$ cat config.mk
export PLATFORM = sky130hd
export DESIGN_NAME = ax_hazard_scoreboard
export DESIGN_NICKNAME = d
export VERILOG_FILES = /design/src/rtl/ax_hazard_scoreboard.sv
export SDC_FILE = /design/constraint.sdc
export NUM_CORES = 1
export LEC_CHECK = 0
export ABC_AREA = 1
export CORE_ASPECT_RATIO = 1.5
export CORE_MARGIN = 8
export CORE_UTILIZATION = 27
export CTS_CLUSTER_DIAMETER = 50
export DETAILED_ROUTE_END_ITERATION = 10
export HOLD_SLACK_MARGIN = 0.03
export PLACE_DENSITY = 0.5
export SLEW_MARGIN = 10
export SYNTH_ARGS = -nofsm -noshare
export SYNTH_HDL_FRONTEND = slang
export SYNTH_SLANG_ARGS = --single-unit
$ cat constraint.sdc
create_clock -name clk -period 1.7 [get_ports clk]
set_input_delay 0.51 -clock clk [delete_from_list [all_inputs] [get_ports clk]]
set_output_delay 0.51 -clock clk [all_outputs]
set_load 0.01 [all_outputs]
$ cat src/rtl/ax_hazard_scoreboard.sv
// Issue-side A/X writeback hazard scoreboard: in-flight counters, issue stall, drain/halt sequencer, stall counter.
// Build option AX_FORWARD_EN adds fwd_A/fwd_X and waives a read hazard whose last pending write lands this cycle.
module ax_hazard_scoreboard #(
  parameter int unsigned MAX_INFLIGHT = 2,
  parameter int unsigned CNT_W        = 32
) (
  input  logic             clk,
  input  logic             rst,
  input  logic             issue_valid,
  input  logic             issue_rd_A,
  input  logic             issue_rd_X,
  input  logic             issue_wr_A,
  input  logic             issue_wr_X,
  input  logic             wb_A_en,
  input  logic             wb_X_en,
  input  logic             drain_req,
  input  logic             resume,
  input  logic             cnt_clr,
  output logic             stall,
  output logic             issue_accept,
  output logic             drained,
  output logic             sb_err,
`ifdef AX_FORWARD_EN
  output logic             fwd_A,
  output logic             fwd_X,
`endif
  output logic [CNT_W-1:0] stall_cycles
);

  localparam int unsigned       PEND_W   = 2;
  localparam logic [PEND_W-1:0] PEND_MAX = PEND_W'(MAX_INFLIGHT);
  localparam logic [PEND_W-1:0] PEND_ONE = PEND_W'(1);

  typedef enum logic [1:0] {
    ST_RUN    = 2'd0,
    ST_DRAIN  = 2'd1,
    ST_HALTED = 2'd2
  } state_t;

  state_t            state_q;
  state_t            state_d;
  logic [PEND_W-1:0] pend_a_q;
  logic [PEND_W-1:0] pend_x_q;
  logic [PEND_W-1:0] pend_a_d;
  logic [PEND_W-1:0] pend_x_d;
  logic              rd_haz_a;
  logic              rd_haz_x;
  logic              sat_a;
  logic              sat_x;
  logic              inc_a;
  logic              inc_x;
  logic              underflow;
`ifdef AX_FORWARD_EN
  logic              fwd_a_c;
  logic              fwd_x_c;
`endif

  // Underflow holds the counter at zero, but a same-cycle issue still counts.
  function automatic logic [PEND_W-1:0] pend_next(input logic [PEND_W-1:0] p,
                                                   input logic              inc,
                                                   input logic              dec);
    logic [PEND_W-1:0] n;
    if (dec && (p == '0)) n = PEND_W'(inc);
    else                  n = p + PEND_W'(inc) - PEND_W'(dec);
    return n;
  endfunction

  // Hazard detection and issue handshake.
  always_comb begin
    rd_haz_a = issue_rd_A & (pend_a_q != '0);
    rd_haz_x = issue_rd_X & (pend_x_q != '0);
`ifdef AX_FORWARD_EN
    fwd_a_c  = issue_valid & issue_rd_A & (pend_a_q == PEND_ONE) & wb_A_en;
    fwd_x_c  = issue_valid & issue_rd_X & (pend_x_q == PEND_ONE) & wb_X_en;
    rd_haz_a = rd_haz_a & ~fwd_a_c;
    rd_haz_x = rd_haz_x & ~fwd_x_c;
`endif
    sat_a        = issue_wr_A & (pend_a_q == PEND_MAX);
    sat_x        = issue_wr_X & (pend_x_q == PEND_MAX);
    stall        = issue_valid & ((state_q != ST_RUN) | rd_haz_a | rd_haz_x | sat_a | sat_x);
    issue_accept = issue_valid & ~stall;
  end

`ifdef AX_FORWARD_EN
  assign fwd_A = fwd_a_c;
  assign fwd_X = fwd_x_c;
`endif

  // In-flight counter next values; writebacks retire in every state.
  always_comb begin
    inc_a     = issue_accept & issue_wr_A;
    inc_x     = issue_accept & issue_wr_X;
    pend_a_d  = pend_next(pend_a_q, inc_a, wb_A_en);
    pend_x_d  = pend_next(pend_x_q, inc_x, wb_X_en);
    underflow = (wb_A_en & (pend_a_q == '0)) | (wb_X_en & (pend_x_q == '0));
  end

  always_ff @(posedge clk) begin
    if (rst) begin
      pend_a_q <= '0;
      pend_x_q <= '0;
      sb_err   <= 1'b0;
    end else begin
      pend_a_q <= pend_a_d;
      pend_x_q <= pend_x_d;
      sb_err   <= sb_err | underflow;
    end
  end

  // Drain/halt sequencer: each state only listens to the pulse that can leave it.
  always_comb begin
    state_d = state_q;
    unique case (state_q)
      ST_RUN:    if (drain_req) state_d = ST_DRAIN;
      ST_DRAIN:  if ((pend_a_q == '0) && (pend_x_q == '0)) state_d = ST_HALTED;
      ST_HALTED: if (resume) state_d = ST_RUN;
      default:   state_d = ST_RUN;
    endcase
  end

  always_ff @(posedge clk) begin
    if (rst) begin
      state_q <= ST_RUN;
      drained <= 1'b0;
    end else begin
      state_q <= state_d;
      drained <= (state_d == ST_HALTED);
    end
  end

  // Saturating stall-cycle counter; clear wins over increment.
  always_ff @(posedge clk) begin
    if (rst) begin
      stall_cycles <= '0;
    end else if (cnt_clr) begin
      stall_cycles <= '0;
    end else if (stall && (stall_cycles != '1)) begin
      stall_cycles <= stall_cycles + CNT_W'(1);
    end
  end

endmodule

==> summary.txt <==
Run status
  – Result of the run: complete, but fails checks
  – Violated checks: setup timing

Pwr
  – Power per unit of standard cell area: 777 nW/um2
  – Net switching power: 1.02 mW
  – Gate power share: 37.1%
  – Worst IR drop on VDD: 0.587 mV
  – Part of the power in registers: 32.9%
  – Power share of the clock group: about 30%
  – Int Pwr: 2.21 mW
  – Sw frac: 31.6%
  – Pleak: roughly 1.8 nW

Setup path
  – Critical path depth in cells: 14
  – Type of element capturing the critical path: flip-flop
  – Crit path launch type: input port
  – Crit path DAT: 2.02 ns
  – Worst setup startpoint: issue_rd_A
  – Worst reg2reg path startpoint: pend_a_q[0]$_SDFF_PP0_
  – Slowest CP cell: ha_4
  – Worst setup path class: in -> reg
  – Delay of the slowest cell on the worst path: approximately 0.25 ns
  – Worst Path Required: 1.88 ns
  – Critical path buffer and inverter count: 5
  – Setup slack of the worst register-to-register path: -0.14 ns
  – Worst-path fanout max: 2
  – Top cell family by delay on the critical path: simple AND/OR/NAND/NOR gates
  – End point of the critical path: pend_a_q[1]$_SDFF_PP0_
  – Series of cell instances along the critical path: buf_2 > buf_6 > inv_8 > nor2_2 > nor2_2 > nand3_2 > nor2_4 > buf_6 > nand2_4 > ha_4 > inv_2 > ha_4 > xnor2_2 > and3_1
  – Worst flop-to-flop path endpoint: pend_a_q[1]$_SDFF_PP0_
  – Number of cells on the worst reg-to-reg path: 12

Timing
  – Final Worst Setup Slack: -0.144 ns
  – Share of the cycle needed by the critical path after routing: 108%
  – Count of pins over their slew limit: 0
  – Clock period minus final worst setup slack: about 1.8 ns
  – Worst hold slack: just under 0.5 ns
  – Worst slew margin relative to its limit: 81.7%
  – Hold Violations, Final: 0
  – Clock skew after layout: 0.00535 ns
  – Unrepaired setup endpoints after global routing: yes
  – Tightest Pin Transition: 0.274 ns
  – Setup-failing EPs final: 17
  – Timing-limited maximum frequency: 0.542 GHz

Yosys
  – Dominant combinational cell family by area after synthesis: simple AND/OR/NAND/NOR gates
  – Synthesized Nets: 466
  – Number of enable-type register cells in the synthesized netlist: 0
  – Number of distinct library cell variants in the gate-level netlist after synthesis: 29
  – Yosys warning count: 0
  – Post-synthesis instance area: 2690 um2
  – Share of cell area taken by muxes after synthesis: 0%
  – Avg Cell Area, Syn: 5.98 um2
  – Proportion of synthesized chip area in sequential cells: 29.8%
  – Parity-gate share of the synthesized area counting xor and xnor cells: 3.91%
  – Flop and latch count out of synthesis: 40
  – Post-Syn Instances: 449
  – Primary FF master, synth: dfxtp_1
  – Async S/R FF share, synth: 0%
  – Adder-Cell Fraction of Synth Area: 2.33%
  – Fraction of the mapped netlist area in compound gates: ~7.8%
  – Area share of and/or/nand/nor cells after synthesis: 47.7%

Routing
  – Final routed wire length divided by cell count: 14.0 um
  – Remaining DRCs: 0
  – DR iter-0 viols: 137
  – Pre-Repair DR Iteration Count: 4
  – Antenna-violating nets left: 0
  – Via/cell ratio: 4.73
  – Vias: ~3200
  – Wirelength, routed: 9470 um

Final layout
  – Fill count: 1025
  – Layout cells sized above 1: approximately a quarter
  – Post-Layout Cell Count: between 600 and 700
  – Area growth from synthesis to layout: 54.9%
  – Layout net count: 575
  – Number of diodes: 0

Floorplanning
  – Die Span Y: 138 um
  – Total die area: 13500 um2
  – Width of the chip: 97.4 um
  – Placeable core area: 9690 um2
  – Initial standard-cell utilization of the core: between 20% and 30%
  – Num rows: 44
  – Number of placed I/O pins: 48

GRT
  – Total gr overflow: 0
  – Antenna violations before repair: 0
  – Wire length of the first global-routing pass: 14900 um
  – Largest net degree at the start of global routing: 28
  – Number of global-route vias before repair: approximately 3100
  – GRT Resource Usage Total: around 14%

Min path
  – Worst hold path class: reg -> reg

Clocking
  – CTS hold repair buffers: 0
  – Htree depth: 2
  – Worst-path clk slew: 0.06 ns
  – Root Driver: clkbuf_16
  – Clock tree from TritonCTS: yes
  – Clock latency on the worst-skew pair: about 0.29 ns
  – Clock buffers created by TritonCTS: 5
  – Maximum buffer depth of the clock tree: 2
  – Clock Sink Count: 40

Placed design
  – Sum of net half-perimeters after detailed placement: 7150 um
  – Placed cell count: between 600 and 700
  – RD Place Congestion: between 0.8 and 0.9
  – Buffers added on ports: 47

Run
  – Maximum capacitance violations: 0
## routing by layer
| layer | GRT usage, % | up-vias | wire length, um |
|---|---|---|---|
| met5 | 0 | - | 0 |
| met4 | 5.21 | 0 | 247 |
| met3 | 3.39 | 17 | 484 |
| met2 | 25.5 | 74 | 5030 |
| met1 | 13.7 | 1464 | 3710 |
| li1 | - | 1631 | - |
## area by class of cell
cell class | count | area, um2 | share of cell area [%]
clock buffers | 8 | 146 | 3.52
inverters | 46 | 183 | 4.39
multi-input cells | 355 | 1860 | 44.8
flip-flops and latches | 40 | 832 | 20.0
well taps | 115 | 144 | 3.46
repair buffers | 110 | 992 | 23.9
## timing repair
action	CTS	global route
resized for setup	91	29
endpoints found under the hold margin	0	0
setup buffers	4	4
endpoints found under the setup margin	70	38
gates cloned	0	2
pin swaps	14	11
## registers in the layout, summed over array words and instances (netlist names)
| register | flops |
|---|---|
| sb_err | 1 |
| state_q | 2 |
| drained | 1 |
| pend_a_q | 2 |
| pend_x_q | 2 |
| stall_cycles | 32 |
## power groups by stage
stage          clock network (mW)  registers [mW]  logic (mW)
6_report                    0.969            1.06        1.20
5_1_grt                      1.03            1.07        1.28
4_1_cts                     0.995            1.04        1.04
3_5_place_dp                    0            1.05       0.926
3_3_place_gp                    0            1.05       0.913
2_1_floorplan                   0            1.06       0.462
## per-stage QoR
step / total power [mW] / utilization (%) / setup TNS, ns / instance area (um2) / worst slack, ns
after floorplan: 1.53 / - / -0.452 / 2740 / -0.132
after global placement: 1.96 / 38.7 / -21.85 / 3750 / -0.851
after detailed placement: 1.98 / 38.7 / -21.93 / 3750 / -0.870
after CTS: 3.08 / 41.0 / -0.488 / 3980 / -0.126
after global routing: 3.38 / 42.9 / -3.10 / 4160 / -0.238
final: 3.23 / 42.9 / -0.989 / 4160 / -0.144
## worst min path at each step
stage,from,end,cells after the start
2_1_floorplan,state_q[1]$_SDFF_PP0_,drained$_SDFF_PP0_,2
3_3_place_gp,sb_err$_SDFF_PP0_,sb_err$_SDFF_PP0_,2
3_5_place_dp,sb_err$_SDFF_PP0_,sb_err$_SDFF_PP0_,2
4_1_cts,sb_err$_SDFF_PP0_,sb_err$_SDFF_PP0_,2
5_1_grt,sb_err$_SDFF_PP0_,sb_err$_SDFF_PP0_,2
6_report,sb_err$_SDFF_PP0_,sb_err$_SDFF_PP0_,2
## worst min-delay path: cells and delay by family (launching register included)
family          cells  cell delay, ns
flops               1            0.32
compound gates      1            0.08
simple gates        1            0.05
## cell families after synthesis
family | Yosys count
adders and majority gates | 5
DFF | 40
AOI/OAI and AO/OA | 40
xor gates and xnor gates | 12
buffers and inverters | 54
and+or+nand+nor | 298
## cells in the final DEF, fill, tap and decap left out, types with 8 or more instances in the layout
cell type / instances
nor2_4: 12
dfxtp_1: 23
a21oi_2: 8
a21oi_1: 24
dfxtp_2: 13
nand3_1: 36
nand4_1: 9
dlygate4sd2_1: 33
buf_4: 53
nand2_1: 160
nor2_1: 59
inv_1: 35
inv_2: 8
## synth_stat cells, types with 3 or more instances
cell,number,area (um2)
inv_1,43,161
xnor2_1,8,70.1
nor2_2,6,37.5
nand2_1,164,616
o21ai_0,4,20.0
a21oi_1,31,155
buf_6,3,33.8
dfxtp_1,40,801
nor2_4,3,33.8
xor2_1,4,35.0
nand3_1,40,200
ha_1,5,62.6
nand4_1,9,56.3
nor2_1,67,251
No activity file was read; power rests on OpenSTA's default activity.
